--- src/rtl/info_frame_engine.sv ---
// info_frame_engine: runtime-programmable HDMI InfoFrame packet engine.
// Payload bytes are staged, a commit sums header + payload one byte per
// cycle to form checksum PB0, and the finished packet is swapped into the
// active registers that feed the packet assembler.
// Optional build macro INFO_FRAME_SYNC_SWAP_EN: when defined, the active
// registers update only on a frame-boundary swap strobe; otherwise they
// update as soon as the checksum is ready.
module info_frame_engine #(
  parameter int   MAX_LENGTH  = 27,
  parameter logic HEADER_BIT7 = 1'b1
) (
  input  logic        clk_pixel,
  input  logic        reset,
  input  logic        wr_en,
  input  logic [4:0]  wr_addr,
  input  logic [7:0]  wr_data,
  input  logic [6:0]  hdr_type,
  input  logic [7:0]  hdr_version,
  input  logic [4:0]  hdr_length,
  input  logic        commit,
  input  logic        swap,
  output logic        busy,
  output logic        valid,
  output logic [23:0] header,
  output logic [55:0] sub [4]
);

  typedef enum logic [1:0] {IDLE, SUM, WAIT_SWAP} state_t;

  localparam logic [4:0] MAX_LEN = 5'(MAX_LENGTH);

  state_t      state_q, state_d;
  logic [7:0]  stage_q [1:27];
  logic [7:0]  stage_d [1:27];
  logic [6:0]  type_q, type_d;
  logic [7:0]  version_q, version_d;
  logic [4:0]  len_q, len_d;
  logic [7:0]  acc_q, acc_d;
  logic [4:0]  idx_q, idx_d;
  logic [7:0]  pb0_q, pb0_d;
  logic [23:0] header_q, header_d;
  logic [7:0]  act_q [0:27];
  logic [7:0]  act_d [0:27];
  logic        valid_q, valid_d;
  logic        busy_q, busy_d;

  logic [7:0]  hdr_b0;
  logic [7:0]  sum_byte;
  logic [7:0]  acc_next;
  logic        load;

`ifndef INFO_FRAME_SYNC_SWAP_EN
  logic unused_swap;
  assign unused_swap = swap;
`endif

  // Next-state logic: staging writes, commit capture, checksum walk and packet load
  always_comb begin
    state_d   = state_q;
    stage_d   = stage_q;
    type_d    = type_q;
    version_d = version_q;
    len_d     = len_q;
    acc_d     = acc_q;
    idx_d     = idx_q;
    pb0_d     = pb0_q;
    header_d  = header_q;
    act_d     = act_q;
    valid_d   = valid_q;
    load      = 1'b0;

    hdr_b0 = {HEADER_BIT7, type_q};

    // Byte fed to the accumulator: three header bytes, then PB1..PB(len)
    sum_byte = 8'h00;
    case (idx_q)
      5'd0:    sum_byte = hdr_b0;
      5'd1:    sum_byte = version_q;
      5'd2:    sum_byte = {3'b000, len_q};
      default: begin
        for (int i = 1; i <= 27; i++) begin
          if (idx_q == 5'(i + 2)) sum_byte = stage_q[i];
        end
      end
    endcase
    acc_next = acc_q + sum_byte;

    case (state_q)
      IDLE: begin
        if (wr_en && (wr_addr != 5'd0) && (wr_addr <= MAX_LEN)) begin
          for (int i = 1; i <= 27; i++) begin
            if (wr_addr == 5'(i)) stage_d[i] = wr_data;
          end
        end
        if (commit) begin
          type_d    = hdr_type;
          version_d = hdr_version;
          len_d     = (hdr_length > MAX_LEN) ? MAX_LEN : hdr_length;
          acc_d     = 8'h00;
          idx_d     = 5'd0;
          state_d   = SUM;
        end
      end
      SUM: begin
        acc_d = acc_next;
        idx_d = idx_q + 5'd1;
        if (idx_q == len_q + 5'd2) begin
          pb0_d   = (~acc_next) + 8'd1;
          state_d = WAIT_SWAP;
        end
      end
      WAIT_SWAP: begin
`ifdef INFO_FRAME_SYNC_SWAP_EN
        load = swap;
`else
        load = 1'b1;
`endif
        if (load) begin
          header_d = {3'b000, len_q, version_q, hdr_b0};
          act_d[0] = pb0_q;
          for (int i = 1; i <= 27; i++) begin
            act_d[i] = (5'(i) <= len_q) ? stage_q[i] : 8'h00;
          end
          valid_d = 1'b1;
          state_d = IDLE;
        end
      end
      default: state_d = IDLE;
    endcase

    busy_d = (state_d != IDLE);
  end

  // State and output registers with synchronous reset that drops any pending packet
  always_ff @(posedge clk_pixel) begin
    if (reset) begin
      state_q   <= IDLE;
      type_q    <= '0;
      version_q <= '0;
      len_q     <= '0;
      acc_q     <= '0;
      idx_q     <= '0;
      pb0_q     <= '0;
      header_q  <= '0;
      valid_q   <= 1'b0;
      busy_q    <= 1'b0;
      for (int i = 1; i <= 27; i++) stage_q[i] <= 8'h00;
      for (int i = 0; i <= 27; i++) act_q[i] <= 8'h00;
    end else begin
      state_q   <= state_d;
      stage_q   <= stage_d;
      type_q    <= type_d;
      version_q <= version_d;
      len_q     <= len_d;
      acc_q     <= acc_d;
      idx_q     <= idx_d;
      pb0_q     <= pb0_d;
      header_q  <= header_d;
      act_q     <= act_d;
      valid_q   <= valid_d;
      busy_q    <= busy_d;
    end
  end

  assign busy   = busy_q;
  assign valid  = valid_q;
  assign header = header_q;

  // Pack active bytes into subpackets, PB(7i) in the low byte of sub[i]
  always_comb begin
    for (int s = 0; s < 4; s++) begin
      for (int b = 0; b < 7; b++) begin
        sub[s][8*b +: 8] = act_q[7*s + b];
      end
    end
  end

endmodule

--- config.mk ---
export PLATFORM = sky130hd
export DESIGN_NAME = info_frame_engine
export DESIGN_NICKNAME = d
export VERILOG_FILES = /design/src/rtl/info_frame_engine.sv
export SDC_FILE = /design/constraint.sdc
export NUM_CORES = 1
export LEC_CHECK = 0
export ABC_AREA = 1
export BUFFER_PORTS_ARGS = -buffer_cell sky130_fd_sc_hd__buf_2
export CELL_PAD_IN_SITES_DETAIL_PLACEMENT = 0
export CELL_PAD_IN_SITES_GLOBAL_PLACEMENT = 1
export CORE_MARGIN = 2
export CORE_UTILIZATION = 38
export DETAILED_ROUTE_END_ITERATION = 16
export PLACE_DENSITY_LB_ADDON = 0.1
export SLEW_MARGIN = 30
export SYNTH_ARGS = -nofsm -noshare
export SYNTH_HDL_FRONTEND = slang
export SYNTH_SLANG_ARGS = --single-unit
--- constraint.sdc ---
create_clock -name clk_pixel -period 4.63 [get_ports clk_pixel]
set_input_delay 0.6945 -clock clk_pixel [delete_from_list [all_inputs] [get_ports clk_pixel]]
set_output_delay 0.6945 -clock clk_pixel [all_outputs]
set_load 0.01 [all_outputs]
---- After elaboration in Yosys (flattened, before gate mapping) ----
Index checks and enable logic that the tools add are counted.
storage, ports and cells
  register bits after elaboration ......... 506
  input bits .............................. 38
  output and inout port bits .............. 250
operators by class
  add/subtract/negate cells ............... 4
  magnitude comparators ................... 29
  eq/ne operators ......................... 60
  muxes and demuxes ....................... 63
  bitwise operators ....................... 1
  reduce and logical (&&, ||, !) cells .... 37
operators by type and width
  operator                                                              count
  8-bit two-way mux                                                     55
  5-bit == test, second input constant                                  26
  3-bit AND reduction                                                   27
  5-bit by 4-bit == test with 1-bit output, second input constant       16
  5-bit <= comparator, first input constant                             12
  5-bit by 3-bit == test with 1-bit output, second input constant       8
  4-bit by 5-bit <= comparator with 1-bit output, first input constant  8
  8-bit one-hot mux with 3 select lines                                 1
  5-bit by 2-bit == test with 1-bit output, second input constant       4
  3-bit by 5-bit <= comparator with 1-bit output, first input constant  4
  8-bit one-hot mux with 2 select lines                                 1
  5-bit by 1-bit == test with 1-bit output, second input constant       2
  2-bit by 5-bit <= comparator with 1-bit output, first input constant  2
  5-bit two-way mux                                                     2
  5-bit one-hot mux with 2 select lines                                 1
  8-bit by 1-bit adder with 8-bit output, second input constant         1
  8-bit adder                                                           1
  8-bit NOT                                                             1
  2-bit AND reduction                                                   3
  5-bit by 1-bit adder with 5-bit output, second input constant         1
  5-bit by 2-bit adder with 5-bit output, second input constant         1
  5-bit == test                                                         1
  5-bit greater-than comparator, second input constant                  1
  1-bit by 5-bit <= comparator with 1-bit output, first input constant  1
  other kinds (11)                                                      14

---- Longest topological paths before layout ----
Gate-level depths: netlist of the first run.
  depth after elaboration ................. 32
  gate-level depth with buffers ........... 55
  gate-level depth less buffers ........... 54

---- Worst setup path after synthesis of the first run ----
OpenSTA, ideal clock, no wires.
  kind .................................... register to register
  start point ............................. register idx_q[0]
  end point ............................... register pb0_q[7]
  setup time .............................. 109 ps
  arrival time ............................ 4646 ps
  data required time ...................... 4521 ps
  path slack .............................. -125 ps
  stages on the path, launching flop included .. 56
  clock period less this slack ............ 4755 ps
  path through ............................ dfxtp_1 > ha_1 > nand2_1 > nor2_1 > nand2_1 > inv_1 > buf_4 > nand2_1 > nand2_1 > o21bai_2 > nand2_1 > nand2_1 > nand2_1 > nand2_1 > nand2_1 > nand2_1 > nand2_1 > nand2_1 > [20 not listed] > nand2_1 > a21oi_1 > ha_1 > inv_1 > fa_1 > or2_2 > nand2_1 > inv_1 > nor3_1 > nand2_1 > nor2_1 > nand2_1 > nor2_1 > inv_1 > nand2_1 > nand3_1 > nand2_1 > inv_1
between the ends
  cells in the longest elaborated chain, start to end .. 32
ends and longest elaborated chain
  item                                      RTL line  source
  start: declaration                        39        logic [4:0] idx_q, idx_d;
  start signal: assignment                  156       idx_q <= idx_d;
  5-bit by 2-bit == test with 1-bit output  82        if (idx_q == 5'(i + 2)) sum_byte = stage_q[i];
  8-bit two-way mux (27 in series)          82
  8-bit one-hot mux with 3 select lines     76        case (idx_q)
  8-bit adder                               86        acc_next = acc_q + sum_byte;
  8-bit NOT                                 108       pb0_d = (~acc_next) + 8'd1;
  8-bit by 1-bit adder with 8-bit output    108
  end signal: assignment                    157       pb0_q <= pb0_d;
  end: declaration                          40        logic [7:0] pb0_q, pb0_d;
Several ways; a longest one is shown, not always the timed one.
A chain may end at the register's enable or synchronous reset.

---- Worst setup path in the final report of the first run ----
  start point ............................. register idx_q[1]
  end point ............................... register pb0_q[7]
The elaborated chain is that of the path after synthesis.

==> impl_metrics.tcl, run 1 <==
set metrics [dict create \
    outcome "finished with violations" \
    violations "setup timing" \
    power.internal_w 0.007612 \
    powerDensity_nw_per_um2 384.0 \
    cp-end-kind "flop" \
    rsz0062_at_grt "true" \
    switching_share_pct 24.98 \
    cts_tree "done" \
    synth_edf_count 0 \
    synthCells 2890 \
    start_util_pct 38.27 \
    period_minus_slack_ns 4.892 \
    async_flop_share_pct 0 \
    drive_gt1_share_pct 21.49 \
    rrSetupSlack_ns -0.26 \
    port_buffers 283 \
    yosysUniqueCellTypes 46 \
    reg2reg_to "pb0_q[7]" \
    hold_viol 0 \
    placed_cells 3846 \
    p_leak_nw 11.52 \
    max-slew-margin-rel_pct 33.18 \
    cp-startpoint "idx_q[1]" \
    synth_area_um2 21000 \
    cpPeakStageDelay_ns 0.38 \
    comb_power_share_pct 9.7 \
    hold_path.startpoint "hdr_version[4]" \
    critical-path-slowest-cell "dfxtp_4" \
    p_switching_w 0.002534 \
    worstPathRequired_ns 5.13 \
    syn_to_final_growth_pct 25.80 \
    num_rows 86 \
    wl_met1_mm 34.68 \
    drv_slew 0 \
    via_per_inst 5.177 \
    ys.flop_type "dfxtp_1" \
    instances_no_fill 3963 \
    synth_area_leaders "dfxtp_1 (48%), a21oi_1 (12%), nand2_1 (11%), o21ai_0 (11%), nor2_1 (3.8%)" \
    routabilityCongestion 0.9043 \
    final_nets 3268 \
    syn_area_per_cell_um2 7.267 \
    synth_most_common_cell "nand2_1" \
    die-area_um2 57170 \
    antenna_found_initial 0 \
    ant_nets 0 \
    wl_met2_mm 34.21 \
    yosys_warnings 0 \
    io_pins 288 \
    crit_type "reg -> reg" \
    finClkSkew_ns 0.01986 \
    drv_cap 0 \
    hpwlAfterDp_mm 52.36 \
    grt_start_max_net_pins 141 \
    root_buffer "clkbuf_16" \
    grt_pass1_wl_mm 111.3 \
    cts_hold_buf 0 \
    globalRouteOverflowTotal 0 \
    first_global_vias 19030 \
    clk_path_buf_depth 3 \
    cp.arrival_ns 5.39 \
    worst_slew_pin_slew_ns 0.9986 \
    crit_end "pb0_q[7]" \
    wire_per_inst_um 18.85 \
    peakVddDrop_mv 0.2365 \
    synth-seq-cells 505 \
    fmax_mhz 204.4 \
    path_max_fanout 6 \
    synthTopCellsByCount "nand2_1 (641), a21oi_1 (510), dfxtp_1 (505)" \
    via_count 20520 \
    crit_family "simple AND/OR/NAND/NOR gates" \
    drt_iter0_drc 1598 \
    yosys.area.top_type "dfxtp_1" \
    critPathBufInv 9 \
    rr_startpoint "idx_q[1]" \
    cts_buffers 55 \
    htree_num_levels 2 \
    fp.dieH_um 239.1 \
    fin_ws_ns -0.2623 \
    fillers 5540 \
    seq_power_share_pct 44.1 \
    cp_common_cell "nand2_1" \
    clk_pin_slew_ns 0.06 \
    clk_latency_ns 0.61 \
    crit_cells 56 \
    dp_slack_ns -0.5289 \
    setup_violations 7 \
    start_kind "flop" \
    grt_use_total_pct 25.18 \
    synth_top_area_share_pct 48.14 \
    highest_layer "met4" \
    drc 0 \
    wirelength_mm 74.69 \
    drt-pass1-iter-count 5 \
    die_w_um 239.1 \
    met3_length_mm 3.550 \
    reg2reg_depth 56 \
    clock_power_share_pct 46.2 \
    ys_seq_area_share_pct 48.14 \
    hold_path.class "in -> reg" \
    cts_sinks 505 \
    coreArea_um2 54880 \
    post-route-period-util_pct 105.7 \
]
==> layer usage <==
layer  up-vias  global-route usage [%]
li1      10220                       -
met1      9642                   34.50
met2       532                   40.65
met3       121                   3.603
met4         0                   8.390
met5         -                       0
==> registers in the layout (all words and copies together) (netlist names) <==
signal     count
sub          224
stage_q      216
header        21
acc_q          8
pb0_q          8
version_q      8
type_q         7
idx_q          5
len_q          5
state_q        2
busy           1
==> worst min path at each step <==
stage / endpoint / cells after the start
final: version_q[4] / 3
after global routing: version_q[0] / 3
after CTS: version_q[2] / 3
after detailed placement: sub[100] / 2
after global placement: sub[17] / 2
after floorplan: sub[128] / 2
==> per-stage QoR <==
stage                     instance area [um^2]  total power (W)  utilization (%)  TNS [ns]  hold slack (ns)
final                                    26420          0.01015            48.14    -1.048           0.3602
after global routing                     26420          0.01049            48.14    -5.332           0.3597
after CTS                                26110          0.01016            47.57   -0.8279           0.3310
after detailed placement                 23800         0.005389            43.36    -2.621           0.4568
after global placement                   23790         0.005383            43.35    -2.512           0.4543
after floorplan                          21020         0.005015                -         0           0.4443
==> area by class of cell <==
| cell class | instances | area [um^2] | share of cell area, % |
|---|---|---|---|
| antenna | 2 | 5.005 | 0.01894 |
| clock buffer | 84 | 1688 | 6.389 |
| clock inverter | 19 | 262.8 | 0.9945 |
| sequential | 505 | 10120 | 38.31 |
| tap | 704 | 880.8 | 3.334 |
| timing repair buffer | 448 | 2734 | 10.35 |
| inverter | 185 | 729.5 | 2.761 |
| multi-input combinational | 2016 | 9998 | 37.84 |
==> power by group through the flow <==
stage	registers [W]	logic [W]	clock network (W)
after floorplan	0.00456	0.000459	0
after global placement	0.00457	0.000817	0
after detailed placement	0.00457	0.000820	0
after CTS	0.00447	0.000912	0.00478
after global routing	0.00448	0.00106	0.00495
final	0.00448	0.000985	0.00469
==> worst register-to-register path, delay by kind of cell, from the launching register on <==
family | cells | cell delay [ns]
AO/OA/AOI/OAI | 3 | 0.26
adder cells (fa/ha/maj) | 2 | 0.46
AND/OR/NAND/NOR | 42 | 2.86
buffers and inverters | 9 | 0.82
flip-flops | 1 | 0.38
==> cells in the final DEF (no fill, tap or decap), types with 11 or more instances in the layout <==
| cell type | netlist | routed |
|---|---|---|
| nor2_2 | 1 | 20 |
| dfxtp_1 | 505 | 501 |
| nand2_2 | 2 | 35 |
| buf_2 | 6 | 283 |
| inv_2 | 9 | 14 |
| nor3_1 | 17 | 14 |
| nand2_1 | 641 | 604 |
| clkbuf_1 | 166 | 11 |
| clkbuf_8 | 0 | 16 |
| nor2_1 | 211 | 189 |
| buf_4 | 8 | 151 |
| clkbuf_16 | 0 | 57 |
| o21ai_0 | 452 | 444 |
| or2_2 | 18 | 17 |
| nand3_1 | 58 | 55 |
| buf_6 | 1 | 11 |
| inv_1 | 164 | 158 |
| o21ai_1 | 8 | 12 |
| a21oi_1 | 510 | 495 |
| a21oi_2 | 0 | 13 |
==> repair_timing <==
item / 4_1_cts / 5_1_grt
pin swaps: 33 / 30
buffers inserted: 9 / 7
cloned: 0 / 0
gates resized for setup: 88 / 52
endpoints found under the setup margin: 10 / 13
endpoints found under the hold margin: 0 / 0
==> kinds of logic (layout without fill, tap and decap cells) <==
family,Yosys count,count (layout),synth area share (%)
AO/OA/AOI/OAI,1012,1012,24.64
XOR/XNOR,17,17,0.7090
adder cells (fa/ha/maj),19,19,1.168
buffers and inverters,371,736,6.911
flip-flops,505,505,48.14
other,1,5,0.01785
AND/OR/NAND/NOR,965,965,18.42
(Power assumes the default switching activity.)
==> inputs of run 2 (changes only) <==
--- a/config.mk
+++ b/config.mk
@@ -10,9 +10,9 @@
 export CELL_PAD_IN_SITES_DETAIL_PLACEMENT = 0
 export CELL_PAD_IN_SITES_GLOBAL_PLACEMENT = 1
 export CORE_MARGIN = 2
-export CORE_UTILIZATION = 38
+export CORE_UTILIZATION = 45
 export DETAILED_ROUTE_END_ITERATION = 16
-export PLACE_DENSITY_LB_ADDON = 0.1
+export PLACE_DENSITY_LB_ADDON = 0.3
 export SLEW_MARGIN = 30
 export SYNTH_ARGS = -nofsm -noshare
 export SYNTH_HDL_FRONTEND = slang
==> constraint.sdc (replaced) <==
create_clock -name clk_pixel -period 6.3 [get_ports clk_pixel]
set_input_delay 0.945 -clock clk_pixel [delete_from_list [all_inputs] [get_ports clk_pixel]]
set_output_delay 0.945 -clock clk_pixel [all_outputs]
set_load 0.01 [all_outputs]
==> run 2 against run 1 <==
The flow now finishes without violations. Cell area shrank 6.6%. Clock skew shrank 0.0079 ns. Critical path depth shrank 2. Critical path type unchanged. Largest power group is now registers. Largest cell class unchanged.
==> impl_metrics.tcl, run 2 (synthesis gave the netlist of run 1 again) <==
set metrics [dict create \
    outcome "finished, final reports clean" \
    via_per_inst 5.388 \
    post-route-period-util_pct 90.63 \
    crit_type "reg -> reg" \
    peakVddDrop_mv 0.1961 \
    path_max_fanout 11 \
    setup_violations 0 \
    largest_register_ffs 224 \
    clk_latency_ns 0.60 \
    critical-path-slowest-cell "dfxtp_1" \
    cts_hold_buf 0 \
    hold_viol 0 \
    period_minus_slack_ns 5.710 \
    antenna_found_initial 2 \
    cpPeakStageDelay_ns 0.44 \
    num_rows 79 \
    cp.arrival_ns 6.21 \
    fp.dieH_um 220.0 \
    cts_sinks 505 \
    coreArea_um2 46360 \
    die-area_um2 48420 \
    root_buffer "clkbuf_16" \
    place_area_um2 22780 \
    cp_common_cell "nand2_1" \
    grt-busiest-layer "met2" \
    grt_use_met3_pct 5.079 \
    globalRouteOverflowTotal 0 \
    hpwlAfterDp_mm 46.90 \
    rsz0062_at_grt "false" \
    cp-end-kind "flop" \
    layout_common_cells "nand2_1 (639), a21oi_1 (510), dfxtp_1 (504), o21ai_0 (452), buf_2 (283)" \
    ctsResizeCount 0 \
    wire_per_inst_um 18.21 \
    globalRouteMet2Util_pct 43.66 \
    start_util_pct 45.31 \
    final_nets 3139 \
    p_leak_nw 10.77 \
    fmax_mhz 175.1 \
    clk_pin_slew_ns 0.06 \
    cts_tree "done" \
    port_buffers 283 \
    via_count 20130 \
    finClkSkew_ns 0.01195 \
    grt_use_total_pct 27.44 \
    htree_num_levels 2 \
    hold_path.class "reg -> reg" \
    syn_to_final_growth_pct 17.53 \
    ant_nets 0 \
    wirelength_mm 68.03 \
    drt-pass1-iter-count 6 \
    drv_slew 0 \
    max-slew-margin-rel_pct 33.56 \
    grt_pass1_wl_mm 103.6 \
    finalInstanceArea_um2 24680 \
    drt_iter0_drc 1704 \
    die_w_um 220.0 \
    first_global_vias 18390 \
    worstPathRequired_ns 6.80 \
    start_kind "flop" \
    layout_commonest_cell "nand2_1" \
    powerDensity_nw_per_um2 286.8 \
    finalSetupTns_ns 0 \
    cts_setup_buffers 0 \
    cts_buffers 53 \
    use_met1_pct 37.65 \
    routabilityCongestion 0.9126 \
    clk_path_buf_depth 3 \
    drc 0 \
    drv_cap 0 \
    grt_start_max_net_pins 210 \
    drive_gt1_share_pct 15.14 \
    io_pins 288 \
    worst_slew_pin_slew_ns 0.9900 \
]
## run 2: critical path: cells and delay by family (launching register included)
family	cells	cell delay (ns)
adders and majority gates	3	0.87
DFF	1	0.44
buffers and inverters	5	0.35
and+or+nand+nor	44	3.68
AOI/OAI and AO/OA	2	0.25
## run 2: per-stage QoR
stage                     hold WS (ns)  std cells  power [W]  setup WS [ns]  util (%)
final                           0.4628       3736   0.007079         0.5903     53.25
after global routing            0.4796       3734   0.007317        0.01097     53.23
after CTS                       0.4624       3732   0.007118         0.5079     53.11
after detailed placement        0.4531       3634   0.003872         0.5329     49.14
after global placement          0.4532       3634   0.003865         0.5551     49.14
after floorplan                 0.4443       2892   0.003683          1.545         -
## run 2: final cells by class
type	count	area (um^2)
Fill cell	4567	21670
Clock buffer	74	1578
Sequential cell	505	10110
Timing Repair Buffer	321	1727
Multi-Input combinational cell	2016	9504
Clock inverter	24	264.0
Inverter	185	730.7
Antenna cell	4	10.01
Tap cell	607	759.5
## run 2: routing by layer
| layer | share of wire [%] | vias to the layer above |
|---|---|---|
| li1 | - | 9982 |
| met1 | 45 | 9363 |
| met2 | 46 | 670 |
| met3 | 6.7 | 113 |
| met4 | 2.6 | 0 |
| met5 | 0 | - |
## run 2: final timing paths
| check | startpoint | to | slack, ns | depth (start not counted) |
|---|---|---|---|---|
| worst max-delay path | idx_q[1] | pb0_q[7] | 0.59 | 54 |
| worst min-delay path | sub[23] | sub[23] | 0.46 | 2 |
| worst max register to register | idx_q[1] | pb0_q[7] | 0.59 | 54 |
| worst min register to register | sub[23] | sub[23] | 0.46 | 2 |
## run 2: power by group
part / switching, W / total, W / internal [W] / leakage [nW]
Combinational: 0.000376 / 0.000524 / 0.000148 / 5.78
Sequential: 0.0000443 / 0.00329 / 0.00324 / 4.08
Clock: 0.00131 / 0.00327 / 0.00195 / 0.913
Total: 0.00173 / 0.00708 / 0.00534 / 10.8
==> inputs of run 3 (changes only) <==
--- a/config.mk
+++ b/config.mk
@@ -13,6 +13,7 @@
 export CORE_UTILIZATION = 45
 export DETAILED_ROUTE_END_ITERATION = 16
 export PLACE_DENSITY_LB_ADDON = 0.3
+export RECOVER_POWER = 50
 export SLEW_MARGIN = 30
 export SYNTH_ARGS = -nofsm -noshare
 export SYNTH_HDL_FRONTEND = slang
==> run 3 against run 2 <==
The run now ends with capacitance limit, slew limit left. Combinational power fell by 0.8%. Critical path depth unchanged. Die area did not move. Cell area is 1.4% lower. Critical path type unchanged. Largest cell class unchanged. Highest routed layer unchanged.
==> impl_metrics.tcl, run 3 (synthesis gave the netlist of run 1 again) <==
set metrics [dict create \
    critical-path-slowest-cell "dfxtp_1" \
    worstPathRequired_ns 6.80 \
    fp.dieH_um 220.0 \
    grt_start_max_net_pins 210 \
    grt_pass1_wl_mm 103.6 \
    violations "capacitance limit, slew limit" \
    num_rows 79 \
    ant_nets 0 \
    powerDensity_nw_per_um2 290.9 \
    coreArea_um2 46360 \
    outcome "finished with violations" \
    p_leak_nw 9.662 \
    holdPathEnd "sub[9]" \
    reg2reg_depth 54 \
    clk_path_buf_depth 3 \
    period_minus_slack_ns 5.714 \
    cts_hold_buf 0 \
    crit_type "reg -> reg" \
    timing.hold.ws_ns 0.4655 \
    hold_viol 0 \
    clk_latency_ns 0.60 \
    cpPeakStageDelay_ns 0.44 \
    start_kind "flop" \
    drt_iter0_drc 1805 \
    cp.arrival_ns 6.21 \
    die-area_um2 48420 \
    largest_register_ffs 224 \
    via_per_inst 5.378 \
    peakVddDrop_mv 0.1945 \
    critPathBufInv 6 \
    fillers 4699 \
    routabilityCongestion 0.9126 \
    drv_cap 3 \
    regArea_um2 10110 \
    io_pins 288 \
    cts_sinks 505 \
    cts_tree "done" \
    reg2reg_to "pb0_q[7]" \
    crit_family "simple AND/OR/NAND/NOR gates" \
    clk_pin_slew_ns 0.06 \
    drive_gt1_share_pct 7.040 \
    layout_commonest_cell "nand2_1" \
    port_buffers 283 \
    via_count 20080 \
    max-slew-margin-rel_pct -89.51 \
    rsz0062_at_grt "false" \
    finalSetupTns_ns 0 \
    drv_slew 303 \
    fmax_mhz 175.0 \
    cp-end-kind "flop" \
    wirelength_mm 68.19 \
    worst_slew_pin_slew_ns 2.843 \
    rr_startpoint "idx_q[1]" \
    layout_common_cells "nand2_1 (640), a21oi_1 (510), dfxtp_1 (504), o21ai_0 (452), clkbuf_1 (257)" \
    syn_to_final_growth_pct 15.84 \
    drc 0 \
    die_w_um 220.0 \
    grt_use_total_pct 27.44 \
    hpwlAfterDp_mm 46.90 \
    antenna_found_initial 2 \
    post-route-period-util_pct 90.70 \
    path_max_fanout 9 \
    cts_buffers 53 \
    htree_num_levels 2 \
    hold_path.class "reg -> reg" \
    finClkSkew_ns 0.01234 \
    root_buffer "clkbuf_16" \
    cp_common_cell "nand2_1" \
    hold_depth 2 \
    rrSetupSlack_ns 0.59 \
    setup_violations 0 \
    globalRouteOverflowTotal 0 \
    wire_per_inst_um 18.26 \
    final_nets 3139 \
    first_global_vias 18390 \
    start_util_pct 45.31 \
    report.power.total_w 0.007078 \
    hold_path.startpoint "sub[9]" \
    drt-pass1-iter-count 7 \
    multi_input_area_um2 9489 \
]
-- run 3: worst max-delay path by stage --
stage / from / to / depth (start not counted)
3_3_place_gp: idx_q[0] / pb0_q[7] / 54
6_report: idx_q[1] / pb0_q[7] / 54
3_5_place_dp: idx_q[0] / pb0_q[7] / 54
5_1_grt: idx_q[1] / pb0_q[7] / 54
4_1_cts: idx_q[0] / pb0_q[7] / 54
2_1_floorplan: idx_q[0] / pb0_q[7] / 55
-- run 3: repair_timing --
item                                   CTS  global route
resized for setup                        0             5
endpoints found under the hold margin    0             0
buffers inserted                         0             0
setup endpoints to repair                0             2
-- run 3: layout make-up --
cell class | count | share of cell area, %
repair buffers | 321 | 5.775
multi-input cells | 2016 | 39.00
inverters | 185 | 2.952
clock inverters | 24 | 1.085
flip-flops and latches | 505 | 41.56
well taps | 607 | 3.122
clock buffers | 74 | 6.485
diodes | 2 | 0.02057
-- run 3: worst reg2reg max path: cells and delay by family, from the launching register on --
| family | cells | cell delay, ns |
|---|---|---|
| adder cells (fa/ha/maj) | 3 | 0.81 |
| buffers and inverters | 6 | 0.52 |
| AO/OA/AOI/OAI | 2 | 0.24 |
| AND/OR/NAND/NOR | 43 | 3.59 |
| flip-flops | 1 | 0.44 |
-- run 3: report_power, final --
part           switching (W)  total [W]  leakage, nW  internal (W)
registers          0.0000446    0.00329         4.08       0.00324
clock network        0.00132    0.00327        0.913       0.00195
logic               0.000375   0.000520         4.67      0.000144
total                0.00174    0.00708         9.66       0.00534
-- run 3: metrics by stage --
| stage | instance area, um^2 | std cells | setup WS (ns) | utilization, % |
|---|---|---|---|---|
| 6_report | 24330 | 3734 | 0.5859 | 52.48 |
| 2_1_floorplan | 21010 | 2892 | 1.545 | - |
| 3_3_place_gp | 22780 | 3634 | 0.5551 | 49.14 |
| 3_5_place_dp | 22780 | 3634 | 0.5329 | 49.14 |
| 4_1_cts | 24620 | 3732 | 0.5079 | 53.11 |
| 5_1_grt | 24330 | 3734 | 0.01097 | 52.48 |
-- run 3: per-layer routing --
metal  vias to the layer above  track usage [%]  share of wire, %  wire length (um)
met5                         -                0                 0                 0
met4                         0            8.635               2.6              1758
met3                       115            5.079               6.6              4480
met2                       670            43.66                45             31020
met1                      9324            37.65                45             30920
li1                       9972                -                 -                 -
